==> config.mk <==
export PLATFORM = sky130hd
export DESIGN_NAME = rotary_poller
export DESIGN_NICKNAME = d
export VERILOG_FILES = /design/src/rtl/rotary_poller.sv
export SDC_FILE = /design/constraint.sdc
export NUM_CORES = 1
export LEC_CHECK = 0
export ABC_AREA = 1
export CAP_MARGIN = 20
export CORE_ASPECT_RATIO = 0.8
export CORE_UTILIZATION = 40
export CTS_BUF_LIST = sky130_fd_sc_hd__clkbuf_4
export CTS_CLUSTER_SIZE = 8
export DETAILED_ROUTE_END_ITERATION = 6
export PLACE_DENSITY_LB_ADDON = 0.3
export SYNTH_ARGS = -nofsm -noshare
export SYNTH_HDL_FRONTEND = slang
export SYNTH_SLANG_ARGS = --single-unit
export TNS_END_PERCENT = 5
==> constraint.sdc <==
create_clock -name aclk -period 5.9 [get_ports aclk]
set_input_delay 0.59 -clock aclk [delete_from_list [all_inputs] [get_ports aclk]]
set_output_delay 0.59 -clock aclk [all_outputs]
set_load 0.01 [all_outputs]
==> src/rtl/rotary_poller.sv <==
// Polls an array of rotary encoders on a fixed period. Each channel's delta goes into its
// own saturating accumulator. The host reads a channel over a req/ack port.
module rotary_poller #(
  parameter int NUM_ENC     = 4,
  parameter int POLL_CYCLES = 10000,
  parameter int READ_LAT    = 2,
  parameter int ACC_W       = 16,
  parameter int SEL_W       = $clog2(NUM_ENC + 1)
) (
  input  logic                   aclk,
  input  logic                   reset,
  output logic [NUM_ENC-1:0]     enc_rd,
  input  logic [8*NUM_ENC-1:0]   enc_delta,
  input  logic                   host_req,
  input  logic [SEL_W-1:0]       host_sel,
  input  logic                   host_clr,
  output logic                   host_ack,
  output logic [ACC_W-1:0]       host_data,
  output logic                   host_irq
);

  localparam int CH_W   = (NUM_ENC > 1) ? $clog2(NUM_ENC) : 1;
  localparam int TMR_W  = (POLL_CYCLES > 1) ? $clog2(POLL_CYCLES) : 1;
  localparam int WAIT_W = $clog2(READ_LAT + 1);

  typedef enum logic [2:0] {
    S_IDLE,
    S_STROBE,
    S_WAIT,
    S_CAPTURE,
    S_NEXT
  } state_t;

  state_t              r_state;
  logic [CH_W-1:0]     r_ch;
  logic [WAIT_W-1:0]   r_wait;
  logic [TMR_W-1:0]    r_timer;
  logic [NUM_ENC-1:0]  r_enc_rd;
  logic [ACC_W-1:0]    r_acc [NUM_ENC];
  logic [NUM_ENC-1:0]  r_dirty;
  logic                r_irq;
  logic                r_ack;
  logic [ACC_W-1:0]    r_data;

  logic                w_tc;
  logic [7:0]          w_delta     [NUM_ENC];
  logic [ACC_W-1:0]    w_acc_next  [NUM_ENC];
  logic [NUM_ENC-1:0]  w_dirty_next;
  logic [NUM_ENC-1:0]  w_clr_hit;
  logic [NUM_ENC-1:0]  w_cap_hit;
  logic [ACC_W-1:0]    w_rd_val;

  assign w_tc = (r_timer == TMR_W'(POLL_CYCLES - 1));

  // Sweep sequencer; the period timer free-runs so sweep starts stay on a fixed grid.
  always_ff @(posedge aclk) begin
    if (reset) begin
      r_state  <= S_IDLE;
      r_ch     <= '0;
      r_wait   <= '0;
      r_timer  <= '0;
      r_enc_rd <= '0;
    end else begin
      r_timer  <= w_tc ? '0 : r_timer + TMR_W'(1);
      r_enc_rd <= '0;
      case (r_state)
        S_IDLE: begin
          if (w_tc) begin
            r_state  <= S_STROBE;
            r_ch     <= '0;
            r_enc_rd <= NUM_ENC'(1);
          end
        end
        S_STROBE: begin
          if (READ_LAT == 1) begin
            r_state <= S_CAPTURE;
          end else begin
            r_state <= S_WAIT;
            r_wait  <= WAIT_W'(READ_LAT - 1);
          end
        end
        S_WAIT: begin
          if (r_wait == WAIT_W'(1)) begin
            r_state <= S_CAPTURE;
          end else begin
            r_wait <= r_wait - WAIT_W'(1);
          end
        end
        S_CAPTURE: begin
          r_state <= S_NEXT;
        end
        S_NEXT: begin
          if (r_ch == CH_W'(NUM_ENC - 1)) begin
            r_state <= S_IDLE;
          end else begin
            r_state  <= S_STROBE;
            r_ch     <= r_ch + CH_W'(1);
            r_enc_rd <= NUM_ENC'(1) << (r_ch + CH_W'(1));
          end
        end
        default: begin
          r_state <= S_IDLE;
        end
      endcase
    end
  end

  genvar gi;
  generate
    for (gi = 0; gi < NUM_ENC; gi++) begin : g_ch
      logic [ACC_W:0]   w_base;
      logic [ACC_W:0]   w_sum;
      logic             w_ovf;
      logic [ACC_W-1:0] w_sat;

      assign w_delta[gi]   = enc_delta[8*gi +: 8];
      assign w_clr_hit[gi] = host_req && host_clr && (host_sel == SEL_W'(gi));
      assign w_cap_hit[gi] = (r_state == S_CAPTURE) && (r_ch == CH_W'(gi));

      // A clear that lands on the capture cycle restarts the channel from the new delta.
      // This way no movement is lost or counted twice.
      assign w_base = w_clr_hit[gi] ? '0 : {r_acc[gi][ACC_W-1], r_acc[gi]};
      assign w_sum  = w_base + {{(ACC_W-7){w_delta[gi][7]}}, w_delta[gi]};
      assign w_ovf  = w_sum[ACC_W] ^ w_sum[ACC_W-1];
      assign w_sat  = !w_ovf      ? w_sum[ACC_W-1:0] :
                      w_sum[ACC_W] ? {1'b1, {(ACC_W-1){1'b0}}} :
                                     {1'b0, {(ACC_W-1){1'b1}}};

      assign w_acc_next[gi]   = w_cap_hit[gi] ? w_sat :
                                w_clr_hit[gi] ? '0 : r_acc[gi];
      assign w_dirty_next[gi] = (w_cap_hit[gi] && (w_delta[gi] != 8'd0)) ? 1'b1 :
                                w_clr_hit[gi] ? 1'b0 : r_dirty[gi];
    end
  endgenerate

  // An out-of-range select falls through to zero.
  always_comb begin
    w_rd_val = '0;
    for (int i = 0; i < NUM_ENC; i++) begin
      if (host_sel == SEL_W'(i)) begin
        w_rd_val = r_acc[i];
      end
    end
  end

  always_ff @(posedge aclk) begin
    if (reset) begin
      for (int i = 0; i < NUM_ENC; i++) begin
        r_acc[i] <= '0;
      end
      r_dirty <= '0;
      r_irq   <= 1'b0;
      r_ack   <= 1'b0;
      r_data  <= '0;
    end else begin
      for (int i = 0; i < NUM_ENC; i++) begin
        r_acc[i] <= w_acc_next[i];
      end
      r_dirty <= w_dirty_next;
      r_irq   <= |r_dirty;
      r_ack   <= host_req;
      if (host_req) begin
        r_data <= w_rd_val;
      end
    end
  end

  assign enc_rd    = r_enc_rd;
  assign host_ack  = r_ack;
  assign host_data = r_data;
  assign host_irq  = r_irq;

endmodule
Word level (Yosys, flattened, before mapping)
Memories as Yosys holds them, arrays and structs flattened.
Index checks and enable logic that the tools add are counted.
{ "totals": {"ff_bits": 47, "ram_bits": 64, "output_inout_bits": 22, "n_memories": 1} }
{ "op_classes": {"addsub": 7, "eq_ne": 16, "shift": 1, "mux": 51, "n_bitwise": 8, "reduce_logical": 31} }
{ "memory_table": {"columns": ["memory", "words", "word_bits", "rd", "rd_ports_with_merged_regs", "wr", "line_no", "rtl"], "rows": [
  ["r_acc", 4, 16, 4, 0, 4, "39", "logic [ACC_W-1:0] r_acc [NUM_ENC];"]
]} }
{ "op_table": {"columns": ["operator", "n"], "rows": [
  ["$mux 16", 24],
  ["$add 17x17->17", 4],
  ["$mux 17", 4],
  ["$reduce_bool 8->1", 4],
  ["$pmux 3 s5", 1],
  ["$add 14x1->14 const B", 1],
  ["$eq 14x14->1 const B", 1],
  ["$logic_and 1x1->1", 13],
  ["$mux 1", 13],
  ["$eq 3x2->1 const B", 4],
  ["$reduce_bool 2->1", 6],
  ["$ne 2x2->1 const B", 4],
  ["$pmux 2 s2", 2],
  ["$pmux 4 s2", 1],
  ["$eq 3x1->1 const B", 2],
  ["$logic_not 3->1", 2],
  ["$mux 2", 3],
  ["$mux 3", 2],
  ["$eq 2x1->1 const B", 2],
  ["$eq 2x2->1 const B", 2],
  ["$mux 4", 1],
  ["$or 1x1->1", 4],
  ["$reduce_and 2->1", 2],
  ["$reduce_or 4->1", 1],
  ["other kinds (8)", 11]
]} }

Longest topological paths before layout
Gate-level depths: netlist of the first run.
{ "depth": {"word_depth": 8, "ltp_mapped": 23, "mapped_depth_nobuf": 22} }

Worst setup path after synthesis of the first run
No wires, ideal clock.
{ "synth_timing": {"path_type": "input -> register", "from": "in host_req", "to": "mem r_acc[0][0]", "setup_time_ps": 122, "arrival_ps": 2829, "required_time_ps": 5778, "setup_slack_ps": 2950, "stages": 16, "path_buffers": 3, "path_cell_list": "buf_2 -> nand2_1 -> nor3_2 -> buf_4 -> nor2_1 -> ha_1 -> a21o_1 -> nand2_1 -> nand2_1 -> a21oi_1 -> nand3_1 -> nand2_2 -> nand2_4 -> nand2_4 -> buf_6 -> a21oi_2"} }
{ "synth_lines": {"columns": ["item", "line_no", "rtl"], "rows": [
  ["from (decl)", "14", "input logic host_req,"],
  ["to (decl)", "39", null]
]} }

==> flow_summary.json, run 1 <==
{
  "ys_seq_area_frac": 0.2503,
  "clk_pin_slew_ns": 0.19,
  "fin_crit_sh": 0.6521,
  "power_frac_seq": 0.546,
  "initial_utilization": 0.4095,
  "rsz0062_at_grt": "no",
  "maximum_number_of_pins_on_one_net_before_global_route_repair": 74,
  "cpLargestDelayFamily": "simple AND/OR/NAND/NOR gates",
  "worstSetupStartpointType": "input pin",
  "viasPerCell": 5.072,
  "layout_min_cycle_time_ns": 3.847,
  "global_route.overflow_total": 0,
  "clkLatencyLatePin_ns": 0.51,
  "worst-path-max-fanout": 18,
  "cts_root_buffer": "sky130_fd_sc_hd__clkbuf_4",
  "min_delay_path_class": "flop to flop",
  "synth_seq_cells": 111,
  "chipHeight_um": 135.3,
  "outcome": "complete, no violations",
  "worst_margin_pin_slew_ns": 0.7652,
  "power_leakage_nw": 4.749,
  "hold-worst-slack_ns": 0.4741,
  "switching_share": 0.3212,
  "setup_tns_ns": 0,
  "via_count_of_the_first_global_routing_pass": 7951,
  "power.combinational.fraction": 0.174,
  "synth-edff-count": 0,
  "grt_antenna_before_repair": 0,
  "drtPass1Iterations": 5,
  "crit_path_most_repeated_cell": "sky130_fd_sc_hd__nand2_1",
  "vias": 8703,
  "dieArea_sq_mm": 0.02280,
  "syn_to_final_growth_pct": 10.79,
  "synth_area_leaders": "sky130_fd_sc_hd__dfxtp_1 25%, sky130_fd_sc_hd__nand2_1 15%, sky130_fd_sc_hd__ha_1 10%",
  "clock_tree.htree_level_count": 3,
  "final_cell_area_sq_mm": 0.009837,
  "critPathMaxStageDelay_ns": 0.69,
  "antenna_violating_nets_post_route": 0,
  "drt_iter0_markers": 727,
  "ioPinCount": 61,
  "crit_type": "input pin to flop",
  "crit_chain": "clkdlybuf4s50_1 > inv_1 > nor2_1 > nand2_1 > nor2_2 > nor2_1 > ha_1 > nand2_1 > nand2_1 > nand2_1 > nand2_1 > nand2_1 > nand2_1 > nor2_1 > nand3_1 > nand2_2 > nor2_4 > nor2_4 > a21oi_1",
  "cts-hold-fix-buffers": 0,
  "final-setup-viol-count": 0,
  "cp_num_buf_inv": 2,
  "most_frequent_cells_after_synthesis": "347 x sky130_fd_sc_hd__nand2_1, 191 x sky130_fd_sc_hd__inv_1, 132 x sky130_fd_sc_hd__nor2_1",
  "timing.fmax_ghz": 0.2599,
  "routabilityCongestion": 0.9303,
  "dpl-instance-area_sq_mm": 0.009679,
  "power_density_mw_per_mm2": 143.6,
  "groute.usage.overall": 0.2131,
  "floorplan.core_area_sq_mm": 0.02168,
  "tritoncts_num_sinks": 111,
  "numCtsBuffers": 9,
  "final-hold-violation-count": 0,
  "fraction_of_final_layout_cells_sized_beyond_drive_strength_1": 0.07839,
  "synth_cell_types": 42,
  "timing.critical_path.arrival_ns": 4.23,
  "endpoint_kind_of_the_worst_setup_timing_path": "flop",
  "clock_share_of_power": 0.280,
  "finalNetCount": 1527,
  "placement_rows": 48,
  "final_hpwl_dp_um": 18880,
  "mappedNetlistArea_sq_mm": 0.008879,
  "netSwitchingPower_mw": 0.4539,
  "irDropWorstVdd_mv": 0.1252,
  "cts-resized-gates": 0,
  "fillers": 2278,
  "cts_post_setup_buffers_inserted": 0,
  "post_layout_nonfiller_instances": 1716,
  "syn_nets": 1487,
  "power_report.internal_total_mw": 0.9591,
  "slew_headroom": 0.4893,
  "buffer_ports.inserted": 60,
  "wl_per_cell_um": 13.91,
  "yosysMostFrequentCell": "sky130_fd_sc_hd__nand2_1",
  "syn_inst": 1371,
  "ys_dominant_reg_cell": "sky130_fd_sc_hd__dfxtp_1",
  "asyncSetResetFlopFracSynth": 0,
  "slew_violations": 0,
  "die_w_um": 168.6,
  "syn_avg_cell_area_sq_um": 6.476,
  "number_of_max_cap_violations": 0,
  "synth.largest_area_cell": "sky130_fd_sc_hd__dfxtp_1",
  "dp.cells": 1699,
  "synthDominantCellAreaShare": 0.2503,
  "grt_pass1_wl_um": 39100,
  "skew_ns": 0.04334,
  "antenna_cells": 0,
  "ys_warn_count": 0,
  "clock_tree.buffer_depth": 2,
  "cp_slowest_cell": "sky130_fd_sc_hd__nor2_2",
  "drc": 0,
  "worst_ep_required_time_ns": 6.28,
  "cts_tree": "built",
  "wirelength_um": 23880
}
-- cell usage in the layout, fill, tap and decap left out, types with 8 or more instances in the layout --
cell type / Yosys / routed
sky130_fd_sc_hd__nand2_1: 347 / 347
sky130_fd_sc_hd__inv_1: 191 / 190
sky130_fd_sc_hd__nor2_1: 132 / 132
sky130_fd_sc_hd__dfxtp_1: 111 / 111
sky130_fd_sc_hd__a21oi_1: 99 / 99
sky130_fd_sc_hd__o21ai_0: 96 / 96
sky130_fd_sc_hd__ha_1: 73 / 73
sky130_fd_sc_hd__clkdlybuf4s50_1: 0 / 60
sky130_fd_sc_hd__nand3_1: 56 / 56
sky130_fd_sc_hd__a21oi_2: 33 / 33
sky130_fd_sc_hd__xor2_1: 32 / 32
sky130_fd_sc_hd__nand2_2: 20 / 20
sky130_fd_sc_hd__a31oi_1: 19 / 19
sky130_fd_sc_hd__o221ai_1: 16 / 16
sky130_fd_sc_hd__inv_2: 14 / 14
sky130_fd_sc_hd__xnor2_1: 12 / 12
sky130_fd_sc_hd__nor3_1: 10 / 10
sky130_fd_sc_hd__clkbuf_4: 0 / 9
sky130_fd_sc_hd__nand4_1: 8 / 8
-- layout make-up --
class | instances | area [sq um] | share of cell area
well taps | 300 | 375.4 | 0.03816
inverters | 205 | 769.5 | 0.07822
clock inverters | 7 | 76.32 | 0.007759
flip-flops and latches | 111 | 2222 | 0.2259
repair buffers | 65 | 644.4 | 0.06550
clock buffers | 9 | 67.56 | 0.006868
multi-input cells | 1019 | 5682 | 0.5776
-- per-stage QoR --
step / util / setup WS [ns] / total power [mW]
after CTS: 0.4531 / 2.103 / 1.422
after global routing: 0.4537 / 1.706 / 1.483
after global placement: 0.4464 / 1.559 / 1.027
after detailed placement: 0.4464 / 1.575 / 1.028
after floorplan: - / 2.950 / 0.9390
final: 0.4537 / 2.053 / 1.413
-- logic make-up (layout without fill, tap and decap cells) --
group / count (synthesis) / in the layout / share of synthesized area
compound gates: 289 / 289 / 0.1919
xor+xnor: 44 / 44 / 0.04340
fa+ha+maj: 77 / 77 / 0.1119
buf+inv: 241 / 286 / 0.1098
flops: 111 / 111 / 0.2503
simple gates: 609 / 609 / 0.2927
-- final timing paths --
check	startpoint	to	slack, ns	depth (start not counted)
setup / recovery	host_sel[0]	r_acc[1][2]	2.05	19
setup reg to reg	r_acc[1][0]	r_acc[1][2]	3.32	15
hold / removal	r_wait[1]	r_wait[1]	0.47	2
hold reg to reg	r_wait[1]	r_wait[1]	0.47	2
-- metal layers --
| metal | share of wire | global-route usage | wire length [um] | up-vias |
|---|---|---|---|---|
| li1 | - | - | - | 4537 |
| met1 | 0.51 | 0.3066 | 12090 | 3894 |
| met2 | 0.41 | 0.3207 | 9790 | 243 |
| met3 | 0.066 | 0.04791 | 1581 | 29 |
| met4 | 0.017 | 0.05051 | 411 | 0 |
| met5 | 0 | 0 | 0 | - |
-- worst reg2reg max path, cell delays in order (launching register included) --
cell and delay (ns):
sky130_fd_sc_hd__dfxtp_1 0.35, sky130_fd_sc_hd__inv_1 0.07, sky130_fd_sc_hd__nor2_1 0.14, sky130_fd_sc_hd__ha_1 0.18
sky130_fd_sc_hd__inv_1 0.05, sky130_fd_sc_hd__fa_1 0.41, sky130_fd_sc_hd__o21ai_2 0.21, sky130_fd_sc_hd__nand2_1 0.09
sky130_fd_sc_hd__nand2_2 0.11, sky130_fd_sc_hd__nand2_2 0.06, sky130_fd_sc_hd__nand2_1 0.05, sky130_fd_sc_hd__nand2_1 0.05
sky130_fd_sc_hd__nand2_2 0.12, sky130_fd_sc_hd__nor2_4 0.05, sky130_fd_sc_hd__nor2_4 0.39, sky130_fd_sc_hd__a21oi_1 0.13
-- registers in the layout (all words and copies together) (netlist names) --
name,flops
enc_rd,4
host_ack,1
host_irq,1
r_ch,2
r_state,3
host_data,16
r_acc,64
r_timer,14
r_wait,2
r_dirty,4
-- power groups by stage --
stage,clock [mW],sequential [mW],combinational (mW)
global route,0.439,0.773,0.272
detailed placement,0,0.787,0.241
CTS,0.408,0.772,0.242
global placement,0,0.787,0.240
finish,0.396,0.771,0.245
floorplan,0,0.787,0.152
(Power assumes the default switching activity.)
==> run 2, diff against run 1 <==
Clock period 5.9 ns to 3.65 ns, I/O delays scaled along.
==> flow_summary.json, run 2 (synthesis results as in run 1) <==
{
  "drt_iter0_markers": 808,
  "worst-path-max-fanout": 15,
  "fin_crit_sh": 0.8258,
  "tritoncts_num_sinks": 111,
  "cts_post_setup_buffers_inserted": 0,
  "finalNetCount": 1535,
  "via_count_of_the_first_global_routing_pass": 7941,
  "most_common_cell_after_layout_fill_and_taps_aside": "sky130_fd_sc_hd__nand2_1",
  "antenna_violating_nets_post_route": 0,
  "grt_antenna_before_repair": 1,
  "syn_to_final_growth_pct": 11.53,
  "timing.critical_path.arrival_ns": 3.40,
  "dp_slack_ns": 0.1380,
  "outcome": "complete, no violations",
  "irDropWorstVdd_mv": 0.1383,
  "registers.top_by_ff_count": "r_acc",
  "maximum_number_of_pins_on_one_net_before_global_route_repair": 48,
  "clk_pin_slew_ns": 0.18,
  "dieArea_sq_mm": 0.02280,
  "vias": 8695,
  "viasPerCell": 5.041,
  "worst_margin_pin_slew_ns": 0.7821,
  "placement_rows": 48,
  "largest_reg_flops": 64,
  "global_route.overflow_total": 0,
  "timing.fmax_ghz": 0.3318,
  "endpoint_kind_of_the_worst_setup_timing_path": "flop",
  "worstSetupStartpointType": "input pin",
  "slew_violations": 0,
  "clkLatencyLatePin_ns": 0.51,
  "drtPass1Iterations": 5,
  "cts-resized-gates": 0,
  "final-setup-viol-count": 0,
  "hold-worst-slack_ns": 0.4823,
  "wl_per_cell_um": 13.92,
  "worst_ep_required_time_ns": 4.03,
  "power_leakage_nw": 4.784,
  "fraction_of_final_layout_cells_sized_beyond_drive_strength_1": 0.08357,
  "die_w_um": 168.6,
  "cts_tree": "built",
  "crit_type": "input pin to flop",
  "initial_utilization": 0.4095,
  "min_delay_path_class": "flop to flop",
  "routabilityCongestion": 0.8996,
  "layout_min_cycle_time_ns": 3.014,
  "drc": 0,
  "chipHeight_um": 135.3,
  "power_density_mw_per_mm2": 230.3,
  "mostFrequentLayoutCells": "347 x sky130_fd_sc_hd__nand2_1, 190 x sky130_fd_sc_hd__inv_1, 132 x sky130_fd_sc_hd__nor2_1",
  "buffer_ports.inserted": 60,
  "groute.usage.overall": 0.2164,
  "ioPinCount": 61,
  "setup_tns_ns": 0,
  "cts-hold-fix-buffers": 0,
  "skew_ns": 0.02415,
  "slew_headroom": 0.4781,
  "number_of_max_cap_violations": 0,
  "wirelength_um": 24010,
  "floorplan.core_area_sq_mm": 0.02168,
  "numCtsBuffers": 9,
  "rsz0062_at_grt": "no",
  "final_hpwl_dp_um": 19180,
  "final_ws_setup_ns": 0.6359,
  "grt_pass1_wl_um": 39430,
  "cts_root_buffer": "sky130_fd_sc_hd__clkbuf_4",
  "clock_tree.htree_level_count": 3,
  "clock_tree.buffer_depth": 2,
  "final-hold-violation-count": 0
}
run 2: cell count changes in the layout (fill, tap and decap cells not counted):
cell,delta
sky130_fd_sc_hd__buf_4,+8
sky130_fd_sc_hd__inv_6,+1
sky130_fd_sc_hd__buf_12,+1
sky130_fd_sc_hd__clkinvlp_4,+1
sky130_fd_sc_hd__clkinv_4,-1
sky130_fd_sc_hd__clkbuf_8,-1
sky130_fd_sc_hd__diode_2,+1
sky130_fd_sc_hd__inv_8,-1
run 2: through the flow:
| step | util | cells | power, mW | cell area (sq um) |
|---|---|---|---|---|
| finish | 0.4567 | 1725 | 2.280 | 9902 |
| global route | 0.4567 | 1725 | 2.397 | 9902 |
| detailed placement | 0.4501 | 1708 | 1.666 | 9759 |
| global placement | 0.4501 | 1708 | 1.664 | 9759 |
| floorplan | - | 1371 | 1.518 | 8879 |
| CTS | 0.4566 | 1724 | 2.296 | 9899 |
run 2: power breakdown:
| group | internal [mW] | switching [mW] |
|---|---|---|
| clock | 0.163 | 0.470 |
| sequential | 1.23 | 0.0145 |
| combinational | 0.155 | 0.246 |
run 2: per-layer routing:
| metal | share of wire | track usage | up-vias | wire (um) |
|---|---|---|---|---|
| li1 | - | - | 4539 | - |
| met1 | 0.52 | 0.3225 | 3921 | 12560 |
| met2 | 0.41 | 0.3276 | 215 | 9796 |
| met3 | 0.057 | 0.03272 | 20 | 1372 |
| met4 | 0.012 | 0.04293 | 0 | 280 |
| met5 | 0 | 0 | - | 0 |
run 2: final timing paths:
path / startpoint / endpoint / slack (ns) / cells after the start
worst max-delay path: host_req / r_acc[1][13] / 0.64 / 18
worst min-delay path: r_timer[12] / r_timer[12] / 0.48 / 2
worst max register to register: r_acc[1][0] / r_acc[1][13] / 0.99 / 15
worst min register to register: r_timer[12] / r_timer[12] / 0.48 / 2
run 2: worst max-delay path, stage by stage:
cell	delay, ns
sky130_fd_sc_hd__clkdlybuf4s50_1	0.61
sky130_fd_sc_hd__nand2_1	0.22
sky130_fd_sc_hd__nor2_2	0.27
sky130_fd_sc_hd__buf_4	0.20
sky130_fd_sc_hd__nor2_1	0.06
sky130_fd_sc_hd__ha_1	0.34
sky130_fd_sc_hd__nand2_1	0.14
sky130_fd_sc_hd__inv_2	0.04
sky130_fd_sc_hd__nand2_1	0.05
sky130_fd_sc_hd__nand2_1	0.06
sky130_fd_sc_hd__nand2_1	0.07
sky130_fd_sc_hd__nand2_1	0.05
sky130_fd_sc_hd__nor2_1	0.11
sky130_fd_sc_hd__nand3_1	0.11
sky130_fd_sc_hd__nand2_2	0.15
sky130_fd_sc_hd__nor2_4	0.05
sky130_fd_sc_hd__nor2_4	0.36
sky130_fd_sc_hd__a21oi_1	0.12
run 2: area by class of cell:
| type | instances | area (sq um) |
|---|---|---|
| Antenna cell | 1 | 2.502 |
| Inverter | 205 | 769.5 |
| Sequential cell | 111 | 2222 |
| Multi-Input combinational cell | 1019 | 5682 |
| Clock inverter | 7 | 72.57 |
| Fill cell | 2318 | 11780 |
| Tap cell | 300 | 375.4 |
| Timing Repair Buffer | 73 | 710.7 |
| Clock buffer | 9 | 67.56 |
